$ cat config.mk
export PLATFORM = sky130hd
export DESIGN_NAME = hazard_ctrl
export DESIGN_NICKNAME = d
export VERILOG_FILES = /design/src/rtl/hazard_ctrl.sv
export SDC_FILE = /design/constraint.sdc
export NUM_CORES = 1
export LEC_CHECK = 0
export CAP_MARGIN = 20
export CORE_UTILIZATION = 40
export CTS_CLUSTER_SIZE = 12
export DETAILED_ROUTE_END_ITERATION = 8
export GPL_TIMING_DRIVEN = 0
export PLACE_DENSITY_LB_ADDON = 0.12
export SLEW_MARGIN = 30
export SYNTH_ARGS = -nofsm -noshare
export SYNTH_HDL_FRONTEND = slang
export SYNTH_SLANG_ARGS = --single-unit
$ cat constraint.sdc
create_clock -name clk -period 4.7 [get_ports clk]
set_input_delay 0.47 -clock clk [delete_from_list [all_inputs] [get_ports clk]]
set_output_delay 0.47 -clock clk [all_outputs]
set_load 0.005 [all_outputs]
$ cat src/rtl/hazard_ctrl.sv
// -----------------------------------------------------------------------------
// hazard_ctrl
// Pipeline hazard controller for a five-stage (IF/ID/EX/MEM/WB) core.
// It tracks an outstanding data-bus transaction, sequences multi-cycle
// multiply/divide operations, and detects load-use hazards. From these it
// drives per-segment hold (stall) and bubble (refresh) controls.
//
// Ports
//   clk, resetn                  clock, synchronous active-low reset
//   exc_flush                    exception/eret committed in MEM
//   id_rs/id_rt(+_ren)           ID-stage source registers and read enables
//   ex_load, ex_regwen, ex_wreg  EX-stage load flag, GPR write, destination
//   ex_rs/ex_rt(+_ren)           EX-stage source registers and read enables
//   ex_mult, ex_div              EX-stage multiply / divide
//   mem_data_en                  MEM-stage data-bus access
//   data_addr_ok, data_data_ok   bus address accepted / data returned
//   wb_regwen, wb_wreg           WB-stage GPR write and destination
//   pc_stall                     hold the PC
//   stall[3:0], refresh[3:0]     hold / bubble per segment (bit0 IF/ID .. bit3 MEM/WB)
//   recode[1:0]                  held ID/EX recaptures operand (bit0 rt, bit1 rs)
//   md_busy                      multiply/divide sequencer active
// -----------------------------------------------------------------------------
module hazard_ctrl #(
   parameter int DIV_CYCLES  = 32,
   parameter int MULT_CYCLES = 2
) (
   input  logic       clk,
   input  logic       resetn,
   input  logic       exc_flush,
   input  logic [4:0] id_rs,
   input  logic [4:0] id_rt,
   input  logic       id_rs_ren,
   input  logic       id_rt_ren,
   input  logic       ex_load,
   input  logic       ex_regwen,
   input  logic [4:0] ex_wreg,
   input  logic [4:0] ex_rs,
   input  logic [4:0] ex_rt,
   input  logic       ex_rs_ren,
   input  logic       ex_rt_ren,
   input  logic       ex_mult,
   input  logic       ex_div,
   input  logic       mem_data_en,
   input  logic       data_addr_ok,
   input  logic       data_data_ok,
   input  logic       wb_regwen,
   input  logic [4:0] wb_wreg,
   output logic       pc_stall,
   output logic [3:0] stall,
   output logic [3:0] refresh,
   output logic [1:0] recode,
   output logic       md_busy
);

   typedef enum logic [1:0] {
      M_IDLE = 2'd0,
      M_ADDR = 2'd1,
      M_DATA = 2'd2
   } mem_state_t;

   typedef enum logic {
      MD_IDLE = 1'b0,
      MD_BUSY = 1'b1
   } md_state_t;

   // Counter preload is N-1: the launch cycle itself is the first stall cycle.
   localparam logic [5:0] DIV_LOAD  = 6'(DIV_CYCLES - 1);
   localparam logic [5:0] MULT_LOAD = 6'(MULT_CYCLES - 1);

   mem_state_t mem_state_r, mem_state_nxt_s;
   md_state_t  md_state_r,  md_state_nxt_s;
   logic [5:0] cnt_r,       cnt_nxt_s;
   logic       flush_pend_r, flush_pend_nxt_s;

   logic mem_idle_s;
   logic mem_stall_s;
   logic flush_now_s;
   logic md_launch_s;
   logic md_stall_s;
   logic lu_s;
   logic wb_fwd_ok_s;

   assign mem_idle_s  = (mem_state_r == M_IDLE);
   assign mem_stall_s = (mem_idle_s & mem_data_en)
                      | (mem_state_r == M_ADDR)
                      | ((mem_state_r == M_DATA) & ~data_data_ok);

   // A flush is only taken once no bus transaction is in flight, so the
   // outstanding response is never orphaned.
   assign flush_now_s = (exc_flush | flush_pend_r) & mem_idle_s;

   assign md_launch_s = (md_state_r == MD_IDLE) & (ex_mult | ex_div)
                      & ~flush_now_s & ~mem_stall_s;
   assign md_stall_s  = md_launch_s | ((md_state_r == MD_BUSY) & (cnt_r != 6'd0));

   assign lu_s = ex_load & ex_regwen & (ex_wreg != 5'd0)
               & ((id_rs_ren & (id_rs == ex_wreg)) | (id_rt_ren & (id_rt == ex_wreg)));

   assign wb_fwd_ok_s = wb_regwen & (wb_wreg != 5'd0);

   // State registers with synchronous reset.
   always_ff @(posedge clk) begin
      if (!resetn) begin
         mem_state_r  <= M_IDLE;
         md_state_r   <= MD_IDLE;
         cnt_r        <= 6'd0;
         flush_pend_r <= 1'b0;
      end else begin
         mem_state_r  <= mem_state_nxt_s;
         md_state_r   <= md_state_nxt_s;
         cnt_r        <= cnt_nxt_s;
         flush_pend_r <= flush_pend_nxt_s;
      end
   end

   // Memory-bus FSM next state.
   always_comb begin
      mem_state_nxt_s = mem_state_r;
      case (mem_state_r)
         M_IDLE: begin
            if (mem_data_en) begin
               if (data_addr_ok) begin
                  mem_state_nxt_s = M_DATA;
               end else begin
                  mem_state_nxt_s = M_ADDR;
               end
            end else begin
               mem_state_nxt_s = M_IDLE;
            end
         end
         M_ADDR: begin
            if (data_addr_ok) begin
               mem_state_nxt_s = M_DATA;
            end else begin
               mem_state_nxt_s = M_ADDR;
            end
         end
         M_DATA: begin
            if (data_data_ok) begin
               mem_state_nxt_s = M_IDLE;
            end else begin
               mem_state_nxt_s = M_DATA;
            end
         end
         default: mem_state_nxt_s = M_IDLE;
      endcase
   end

   // Deferred-flush flag: remembers a flush that arrived mid-transaction.
   always_comb begin
      flush_pend_nxt_s = flush_pend_r;
      if (flush_now_s) begin
         flush_pend_nxt_s = 1'b0;
      end else if (exc_flush & ~mem_idle_s) begin
         flush_pend_nxt_s = 1'b1;
      end else begin
         flush_pend_nxt_s = flush_pend_r;
      end
   end

   // Multiply/divide sequencer next state and counter.
   always_comb begin
      md_state_nxt_s = md_state_r;
      cnt_nxt_s      = cnt_r;
      if (flush_now_s) begin
         md_state_nxt_s = MD_IDLE;
         cnt_nxt_s      = 6'd0;
      end else begin
         case (md_state_r)
            MD_IDLE: begin
               if (md_launch_s) begin
                  md_state_nxt_s = MD_BUSY;
                  cnt_nxt_s      = ex_div ? DIV_LOAD : MULT_LOAD;
               end else begin
                  md_state_nxt_s = MD_IDLE;
               end
            end
            MD_BUSY: begin
               if (cnt_r != 6'd0) begin
                  cnt_nxt_s = cnt_r - 6'd1;
               end else if (!mem_stall_s) begin
                  // Result leaves EX this cycle; a memory stall would keep
                  // the instruction in EX, so wait without relaunching.
                  md_state_nxt_s = MD_IDLE;
               end else begin
                  md_state_nxt_s = MD_BUSY;
               end
            end
            default: begin
               md_state_nxt_s = MD_IDLE;
               cnt_nxt_s      = 6'd0;
            end
         endcase
      end
   end

   // Prioritised pipeline controls; reset looks like a full flush.
   always_comb begin
      pc_stall = 1'b0;
      stall    = 4'b0000;
      refresh  = 4'b0000;
      if (!resetn) begin
         refresh = 4'b1111;
      end else if (flush_now_s) begin
         refresh = 4'b1111;
      end else if (mem_stall_s) begin
         pc_stall = 1'b1;
         stall    = 4'b0111;
         refresh  = 4'b1000;
      end else if (md_stall_s) begin
         pc_stall = 1'b1;
         stall    = 4'b0011;
         refresh  = 4'b0100;
      end else if (lu_s) begin
         pc_stall = 1'b1;
         stall    = 4'b0001;
         refresh  = 4'b0010;
      end else begin
         pc_stall = 1'b0;
         stall    = 4'b0000;
         refresh  = 4'b0000;
      end
   end

   // While ID/EX is held, its operands would miss a value retiring from WB,
   // so the held register recaptures it.
   assign recode[0] = stall[1] & ~flush_now_s & wb_fwd_ok_s & ex_rt_ren & (wb_wreg == ex_rt);
   assign recode[1] = stall[1] & ~flush_now_s & wb_fwd_ok_s & ex_rs_ren & (wb_wreg == ex_rs);

   assign md_busy = resetn & (md_state_r == MD_BUSY);

endmodule

==> run summary, run 1 <==
Synthesized instance count -> 113
DRT iter0 DRCs -> 18
Initial Utilization -> 0.4232
Slowest CP cell -> clkdlybuf4s50_1
Worst r2r dst -> cnt_r[5]$_SDFFE_PP0P_
Routed wire length -> 2.508 mm
Rel. slew slack -> 0.6634
Max-slew violation count -> 0
Avg WL per Cell -> 12.60 um
Final Cycle Share -> 0.6583
CTS resizes -> 0
Clk_skew -> 2.409 ps
First-pass GRT wire length -> 4.181 mm
Synth Area per Inst -> 8.205 um^2
Number of synthesized register bits -> 10
Largest net degree at the start of global routing -> 11
TritonCTS clock tree -> done
Max stage delay on crit path -> 460 ps
DRC violations left -> 0
Yosys top cell by area -> dfxtp_1
Crit Path Max Fanout -> 10
# rows -> 17
Synth cell types -> 39
Layout area overhead -> 65.59%
Post-DRT Antenna Nets -> 0
DR vias -> 1046
Clk_lat worst skew -> 260 ps
Buffers on Ports -> 55
Sequential area share after synthesis -> 0.2159
Reg2reg path depth -> 6
Gr usage total -> 0.2153
Worst path top cell family by delay -> buffers and inverters
Layout cells sized above 1 -> 0.09357
Element type at the critical path end -> output port
Cell area power density -> 187.7 nW/um^2
Fin crit period -> 3094 ps
Outcome -> completed
Die ar. -> 2515 um^2
Hold bufs inserted after CTS -> 0
Hold crit path type -> reg2reg
I/O Pins -> 57
Reg2Reg Launch Point -> cnt_r[0]$_SDFFE_PP0P_
Initial antenna violation count -> 0
Synthesized Nets -> 160
Fillers -> 171
Final setup fails -> 0
Yosys warning count -> 0
Worst hold stages -> 2
Reg clk slew, reported paths -> 60 ps
Total power -> 0.2881 mW
H-Tree Depth -> 1
Postcts setup bufs -> 0
Yosys top cell area share -> 0.2159
GRT overflow -> 0
N_diodes -> 0
Slew @ Worst Pin -> 501.1 ps
Cell mode on critical path -> clkdlybuf4s50_1
Ranking of synthesized cells by area -> dfxtp_1 22%, xnor2_1 11%, xor2_1 7.6%, nand2_1 3.6%, a21oi_1 3.2%
Die Y -> 50.15 um
CP bufs+invs -> 5
Dpl hpwl -> 2.048 mm
Vias per std cell -> 5.256
Vias in the first global route -> 1042
Unrepaired setup endpoints after global routing -> false
CTS max path bufs -> 2
Sink Count -> 10
Lkg Pwr -> 0.5586 nW
Die W -> 50.15 um
Setup TNS -> 0 ps
First-pass DRT Iterations -> 4
CP arrival -> 2620 ps
Worst path required time -> 4230 ps
Core Area -> 2191 um^2
Critical Path, Cell by Cell -> clkdlybuf4s50_1 > nor2_1 > or3_1 > and2_1 > inv_1 > buf_2 > a31oi_1 > buf_4 > clkdlybuf4s50_1
Reg2Reg Setup Slack -> 2850 ps
Hold-critical path endpoint -> flush_pend_r$_SDFFE_PP0P_
GPL Wtd Cong -> 0.8924
Cell Area, Synth -> 927.1 um^2
Hold Path Origin -> flush_pend_r$_SDFFE_PP0P_
Critical Path Stages -> 9
F_max -> 323.2 MHz
CTS buffer count -> 3
Worst VDD drop -> 0.1039 mV
Final hold violations -> 0
Max Cap Viol -> 0
# nets final -> 220
Crit path launch type -> input pin
Root Buffer -> clkbuf_4
Setup CP Type -> in2out
==> where the power goes <==
group / switching (mW) / leakage, nW / internal, mW
Sequential: 0.00445 / 0.0816 / 0.0901
Clock: 0.0294 / 0.0138 / 0.0296
Combinational: 0.0549 / 0.463 / 0.0797
==> cell type report <==
cell class	count	area, um^2	area share
timing repair buffer	55	550.5	0.3586
tap	28	35.03	0.02282
clock buffer	3	22.52	0.01467
buffer	5	42.54	0.02771
sequential	10	200.2	0.1304
inverter	7	26.28	0.01711
multi-input combinational	91	658.1	0.4287
==> cells in the final DEF (no fill, tap or decap), types with 2 or more instances in the layout <==
| master | count |
|---|---|
| clkdlybuf4s50_1 | 55 |
| xnor2_1 | 12 |
| dfxtp_1 | 10 |
| nand2_1 | 9 |
| xor2_1 | 8 |
| inv_1 | 7 |
| nor2_1 | 6 |
| a21oi_1 | 6 |
| o21ai_0 | 6 |
| a31oi_1 | 4 |
| or4_1 | 3 |
| clkbuf_4 | 3 |
| nor2b_1 | 2 |
| nor3_1 | 2 |
| buf_6 | 2 |
| or3_1 | 2 |
| nand4_1 | 2 |
| o22ai_1 | 2 |
| a211oi_1 | 2 |
| nor4_1 | 2 |
| and4_1 | 2 |
| and3b_1 | 2 |
| o32ai_1 | 2 |
| ha_1 | 2 |
| buf_4 | 2 |
==> routing by layer <==
metal	global-route usage	vias to the layer above	routed length (um)
met4	0.09048	0	44
li1	-	524	-
met1	0.2340	469	1049
met5	0	-	0
met3	0.07273	7	239
met2	0.3756	46	1174
==> cells by family after synthesis <==
group | after synthesis | share of synthesized area
adder cells (fa/ha/maj) | 2 | 0.02699
buffers and inverters | 12 | 0.07422
other | 1 | 0.004045
AO/OA/AOI/OAI | 31 | 0.2564
XOR/XNOR | 20 | 0.1889
flip-flops | 10 | 0.2159
AND/OR/NAND/NOR | 37 | 0.2335
==> worst max-delay path by stage <==
stage / slack (ps) / endpoint / from
final: 1610 / stall[0] / exc_flush
after global routing: 1500 / stall[0] / exc_flush
after CTS: 1610 / stall[0] / exc_flush
after detailed placement: 1620 / stall[0] / exc_flush
after global placement: 1630 / stall[0] / exc_flush
after floorplan: 2640 / stall[0] / exc_flush
==> cell usage after synthesis <==
cell type,instances
conb_1,1
o21ba_2,1
buf_4,2
o21ba_4,1
xor2_1,8
a211oi_1,2
and2_2,1
nor3_1,2
or4_4,1
nand4_1,2
a21oi_4,1
and4_1,2
ha_1,2
a31oi_4,1
nor2_1,6
and3b_1,2
nor4_1,2
and2b_2,1
or3_1,2
o21ai_0,6
nor2b_1,2
o32ai_1,2
buf_6,2
dfxtp_1,10
buf_2,1
a31oi_1,4
and2_1,1
or4_1,3
xnor2_1,12
a21boi_0,1
o31ai_1,1
o22ai_1,2
a211oi_2,1
o21bai_1,1
o2111ai_1,1
or3b_1,1
nand2_1,9
a21oi_1,6
inv_1,7
==> metrics by stage <==
step | hold slack [ps] | worst slack, ps | cells | utilization | area [um^2]
after floorplan | 435.0 | 2643 | 113 | - | 927.1
after global placement | 446.0 | 1632 | 196 | 0.6905 | 1513
after detailed placement | 461.7 | 1621 | 196 | 0.6905 | 1513
after CTS | 471.9 | 1612 | 199 | 0.7007 | 1535
after global routing | 499.5 | 1497 | 199 | 0.7007 | 1535
final | 472.3 | 1606 | 199 | 0.7007 | 1535
==> tightest hold or removal path: cells and delay by family (launching register included) <==
kind	cells	cell delay, ps
flops	1	310
simple gates	2	130
==> registers in the layout, indices dropped and copies added, names as in the netlist <==
name / flops
flush_pend_r: 1
md_state_r: 1
mem_state_r: 2
cnt_r: 6
Power figures use the tool's default switching activity.
==> inputs of run 2 (changes only) <==
--- a/config.mk
+++ b/config.mk
@@ -6,7 +6,7 @@
 export NUM_CORES = 1
 export LEC_CHECK = 0
 export CAP_MARGIN = 20
-export CORE_UTILIZATION = 40
+export CORE_UTILIZATION = 37
 export CTS_CLUSTER_SIZE = 12
 export DETAILED_ROUTE_END_ITERATION = 8
 export GPL_TIMING_DRIVEN = 0
==> constraint.sdc (replaced) <==
create_clock -name clk -period 2.98 [get_ports clk]
set_input_delay 0.298 -clock clk [delete_from_list [all_inputs] [get_ports clk]]
set_output_delay 0.298 -clock clk [all_outputs]
set_load 0.005 [all_outputs]
==> run 2 against run 1 <==
  * Final cell count increased by 0.50%
  * Sequential power up 58%
  * Die area increased by 7.8%
  * Non-clock buffer count unchanged
  * Largest cell class unchanged
==> run summary, run 2 (same netlist as run 1, synthesis figures left out) <==
Layout area overhead -> 67.07%
# nets final -> 220
Reg2Reg Setup Slack -> 1120 ps
Final Cycle Share -> 0.9301
Dpl hpwl -> 2.028 mm
Initial antenna violation count -> 0
H-Tree Depth -> 1
Critical Path, Cell by Cell -> inv_1 > ha_1 > a31oi_4 > nor2_1 > a211oi_1 > and4_1 > clkdlybuf4s50_1
Worst VDD drop -> 0.1995 mV
Buffers on Ports -> 55
Critical path endpoint -> recode[1]
Reg clk slew, reported paths -> 70 ps
N_diodes -> 0
First-pass GRT wire length -> 3.939 mm
CP arrival -> 2470 ps
Unrepaired setup endpoints after global routing -> false
Clock power share -> 0.260
Max stage delay on crit path -> 510 ps
Fin crit period -> 2772 ps
Layout Utilization -> 0.6806
Fillers -> 187
Crit Path Max Fanout -> 8
Max Cap Viol -> 0
WHS -> 474.2 ps
Hold crit path type -> reg2reg
Largest regs -> cnt_r: 6 flops, mem_state_r: 2 flops
Most common cell after layout, fill and taps aside -> clkdlybuf4s50_1
Max FFs per register -> 6
Switching Fraction -> 0.2980
Lkg Pwr -> 0.5658 nW
Slowest CP cell -> clkdlybuf4s50_1
Comb power frac -> 0.435
Max-slew violation count -> 0
CTS buffer count -> 3
Die W -> 52.06 um
Initial Utilization -> 0.4074
Die ar. -> 2710 um^2
Core Area -> 2276 um^2
Internal -> 0.3421 mW
Hold bufs inserted after CTS -> 0
CTS resizes -> 0
Gr usage total -> 0.1976
I/O Pins -> 57
Worst path top cell family by delay -> buffers and inverters
GPL Wtd Cong -> 0.8567
Final setup fails -> 0
DRC violations left -> 0
Root Buffer -> clkbuf_4
Reg2reg path depth -> 6
Sink Count -> 10
Reg2Reg Launch Point -> cnt_r[0]$_SDFFE_PP0P_
Worst path required time -> 2680 ps
Postcts setup bufs -> 0
Setup TNS -> 0 ps
Vias per std cell -> 5.110
Avg WL per Cell -> 12.33 um
Layout cells sized above 1 -> 0.09884
Crit path launch type -> register
Routed wire length -> 2.465 mm
F_max -> 360.8 MHz
GRT overflow -> 0
Largest net degree at the start of global routing -> 11
Vias in the first global route -> 979
CP bufs+invs -> 2
Final hold violations -> 0
CTS max path bufs -> 2
Critical Path Stages -> 7
TritonCTS clock tree -> done
Worst r2r dst -> cnt_r[5]$_SDFFE_PP0P_
# rows -> 17
DRT iter0 DRCs -> 19
Net Sw Power -> 0.1452 mW
Setup CP Type -> reg2out
Element type at the critical path end -> output port
DR vias -> 1022
First-pass DRT Iterations -> 4
Post-DRT Antenna Nets -> 0
Most frequent cells in the layout -> 55 x clkdlybuf4s50_1, 12 x xnor2_1, 10 x dfxtp_1, 9 x nand2_1, 8 x xor2_1
Clk_skew -> 2.539 ps
Seq pwr share -> 0.305
Top reg by flops -> cnt_r
Clk_lat worst skew -> 270 ps
Die Y -> 52.06 um
Outcome -> completed
CP startpoint -> cnt_r[0]$_SDFFE_PP0P_
Cell area power density -> 314.6 nW/um^2
## run 2: cell count changes in the layout (fill, tap and decap cells not counted), sizes merged
| cell | change |
|---|---|
| clkbuf | +1 |
## run 2: worst min-delay path by stage
stage / startpoint / to / slack [ps] / cells past startpoint
3_5_place_dp: cnt_r[1]$_SDFFE_PP0P_ / cnt_r[1]$_SDFFE_PP0P_ / 470 / 2
2_1_floorplan: resetn / flush_pend_r$_SDFFE_PP0P_ / 430 / 2
6_report: cnt_r[1]$_SDFFE_PP0P_ / cnt_r[1]$_SDFFE_PP0P_ / 470 / 2
5_1_grt: cnt_r[1]$_SDFFE_PP0P_ / cnt_r[1]$_SDFFE_PP0P_ / 500 / 2
3_3_place_gp: flush_pend_r$_SDFFE_PP0P_ / flush_pend_r$_SDFFE_PP0P_ / 450 / 2
4_1_cts: cnt_r[1]$_SDFFE_PP0P_ / cnt_r[1]$_SDFFE_PP0P_ / 480 / 2
## run 2: power by group through the flow
stage / registers [mW] / logic (mW) / clock network (mW)
4_1_cts: 0.148 / 0.213 / 0.127
2_1_floorplan: 0.150 / 0.108 / 0
5_1_grt: 0.150 / 0.231 / 0.137
3_3_place_gp: 0.151 / 0.207 / 0
3_5_place_dp: 0.152 / 0.210 / 0
6_report: 0.149 / 0.212 / 0.127
## run 2: final cells by class
type | instances | area [um^2] | area share
timing repair buffer | 55 | 550.5 | 0.3554
sequential | 10 | 200.2 | 0.1292
multi-input combinational | 91 | 658.1 | 0.4249
inverter | 7 | 26.28 | 0.01696
tap | 28 | 35.03 | 0.02262
buffer | 5 | 42.54 | 0.02746
clock buffer | 4 | 36.28 | 0.02342
## run 2: worst reg2reg max path, stage by stage (launching register included)
cell and delay (ps):
dfxtp_1 380, inv_1 100, ha_1 230, a31oi_4 310
a21oi_4 70, or4_4 480, a211oi_2 220
## run 2: routing by layer
layer / up-vias / GRT usage / share of wire
met2: 64 / 0.3226 / 0.46
met3: 5 / 0.06140 / 0.11
met1: 431 / 0.2259 / 0.41
met5: - / 0 / 0
met4: 0 / 0.1081 / 0.019
li1: 522 / - / -
## run 2: metrics by stage
step | area (um^2) | cells | total power [mW] | setup slack [ps]
2_1_floorplan | 927.1 | 113 | 0.2579 | 1208
3_3_place_gp | 1513 | 196 | 0.3585 | 250.9
3_5_place_dp | 1513 | 196 | 0.3616 | 260.1
4_1_cts | 1549 | 200 | 0.4882 | 212.0
5_1_grt | 1549 | 200 | 0.5183 | 48.93
6_report | 1549 | 200 | 0.4873 | 208.2
==> inputs of run 3 (changes only) <==
--- a/config.mk
+++ b/config.mk
@@ -6,7 +6,9 @@
 export NUM_CORES = 1
 export LEC_CHECK = 0
 export CAP_MARGIN = 20
-export CORE_UTILIZATION = 37
+export CELL_PAD_IN_SITES_DETAIL_PLACEMENT = 2
+export CELL_PAD_IN_SITES_GLOBAL_PLACEMENT = 2
+export CORE_UTILIZATION = 19
 export CTS_CLUSTER_SIZE = 12
 export DETAILED_ROUTE_END_ITERATION = 8
 export GPL_TIMING_DRIVEN = 0
==> run 3 against run 2 <==
  * Critical path depth up 2
  * Highest routed layer unchanged
  * Clock power up 38%
  * Non-clock buffer count unchanged
  * Combinational power up 4%
  * Setup slack worse by 40 ps
  * Sequential cell count unchanged
  * Final area up 4.8%
  * Fmax down 1.4%
  * Critical endpoint is now stall[0]
  * Via count up 3.6%
  * Wire length up 40%
==> run summary, run 3 (same netlist as run 1, synthesis figures left out) <==
Element type at the critical path end -> output port
Initial Utilization -> 0.1963
Vias per std cell -> 4.431
Final Cycle Share -> 0.9435
Setup CP Type -> in2out
Most frequent cells in the layout -> 55 x clkdlybuf4s50_1, 12 x xnor2_1, 10 x dfxtp_1, 9 x nand2_1, 8 x xor2_1
Clk_lat worst skew -> 240 ps
Largest regs -> cnt_r: 6 flops, mem_state_r: 2 flops
Max Cap Viol -> 0
Root Buffer -> clkbuf_8
CTS buffer count -> 3
Layout area overhead -> 75.03%
Avg WL per Cell -> 14.43 um
N_diodes -> 0
Lkg Pwr -> 0.5750 nW
F_max -> 355.7 MHz
CP arrival -> 2510 ps
DRC violations left -> 0
Routed wire length -> 3.449 mm
Postcts setup bufs -> 0
Detail Route met3 WL -> 175 um
First-pass DRT Iterations -> 5
# nets final -> 220
Hold crit path type -> reg2reg
GPL Wtd Cong -> 0.7248
Worst path required time -> 2680 ps
Max FFs per register -> 6
First-pass GRT wire length -> 5.485 mm
Sink Count -> 10
GRT overflow -> 0
Top reg by flops -> cnt_r
Dpl hpwl -> 2.928 mm
Reg2Reg Setup Slack -> 1090 ps
Fin area -> 1623 um^2
Cell area power density -> 335.5 nW/um^2
Worst VDD drop -> 0.1365 mV
Final setup fails -> 0
Buffers on Ports -> 55
Max-slew violation count -> 0
H-Tree Depth -> 1
TritonCTS clock tree -> done
Largest net degree at the start of global routing -> 11
Crit path launch type -> input pin
Unrepaired setup endpoints after global routing -> false
# rows -> 25
Clk_skew -> 2.046 ps
Die ar. -> 5163 um^2
Outcome -> completed
Final hold violations -> 0
Core Area -> 4723 um^2
Setup TNS -> 0 ps
Crit Path Max Fanout -> 10
Most common cell after layout, fill and taps aside -> clkdlybuf4s50_1
DRT iter0 DRCs -> 21
Layout cells sized above 1 -> 0.1105
CTS max path bufs -> 2
WL met1 -> 1.422 mm
Routed wl met2 -> 1.814 mm
Top sig layer -> met4
Fin crit period -> 2812 ps
Reg clk slew, reported paths -> 50 ps
Gr usage total -> 0.1379
DR vias -> 1059
Vias in the first global route -> 1190
I/O Pins -> 57
Cell Area, Placed -> 1562 um^2
Die Y -> 71.86 um
Die W -> 71.86 um
Post-DRT Antenna Nets -> 0
Fillers -> 535
Initial antenna violation count -> 0
[run 3: path summary, 6_finish.rpt]
| path | from | to | cells after the start |
|---|---|---|---|
| worst max-delay path | exc_flush | stall[0] | 9 |
| worst min-delay path | cnt_r[1]$_SDFFE_PP0P_ | cnt_r[1]$_SDFFE_PP0P_ | 2 |
| worst max register to register | cnt_r[0]$_SDFFE_PP0P_ | cnt_r[5]$_SDFFE_PP0P_ | 6 |
| worst min register to register | cnt_r[1]$_SDFFE_PP0P_ | cnt_r[1]$_SDFFE_PP0P_ | 2 |
[run 3: repair_timing]
action	in CTS	in global routing
gates resized for setup	0	2
endpoints found under the setup margin	0	2
hold buffers	0	0
[run 3: metal layers]
| metal | up-vias | global-route usage |
|---|---|---|
| met4 | 0 | 0.05882 |
| met5 | - | 0 |
| li1 | 519 | - |
| met3 | 2 | 0.02110 |
| met2 | 35 | 0.2600 |
| met1 | 503 | 0.1521 |
[run 3: through the flow]
| stage | utilization | hold WS [ps] | instances | setup WS (ps) | power (mW) |
|---|---|---|---|---|---|
| after CTS | 0.3423 | 477.7 | 239 | 28.90 | 0.5502 |
| after detailed placement | 0.3306 | 468.9 | 235 | 163.8 | 0.3725 |
| after global placement | 0.3306 | 459.7 | 235 | 202.3 | 0.3654 |
| final | 0.3436 | 474.1 | 239 | 168.4 | 0.5444 |
| after global routing | 0.3436 | 490.3 | 239 | 11.15 | 0.5795 |
| after floorplan | - | 433.7 | 113 | 1208 | 0.2579 |
[run 3: area by class of cell]
cell class / instances / area [um^2] / share of cell area
Clock buffer: 4 / 55.05 / 0.03392
Inverter: 7 / 26.28 / 0.01619
Buffer: 5 / 42.54 / 0.02621
Sequential cell: 10 / 200.2 / 0.1234
Timing Repair Buffer: 55 / 550.5 / 0.3392
Tap cell: 67 / 83.83 / 0.05166
Multi-Input combinational cell: 91 / 664.4 / 0.4094
[run 3: critical path: stages]
cell and delay [ps]:
clkdlybuf4s50_1 460, nor2_1 40, or3_1 380, and2_2 270
inv_1 100, buf_2 240, a31oi_1 100, buf_4 180
clkdlybuf4s50_1 440
[run 3: power breakdown]
group	internal, mW	switching [mW]	total (mW)
sequential	0.142	0.00728	0.150
clock	0.117	0.0585	0.175
combinational	0.126	0.0933	0.220
total	0.385	0.159	0.544
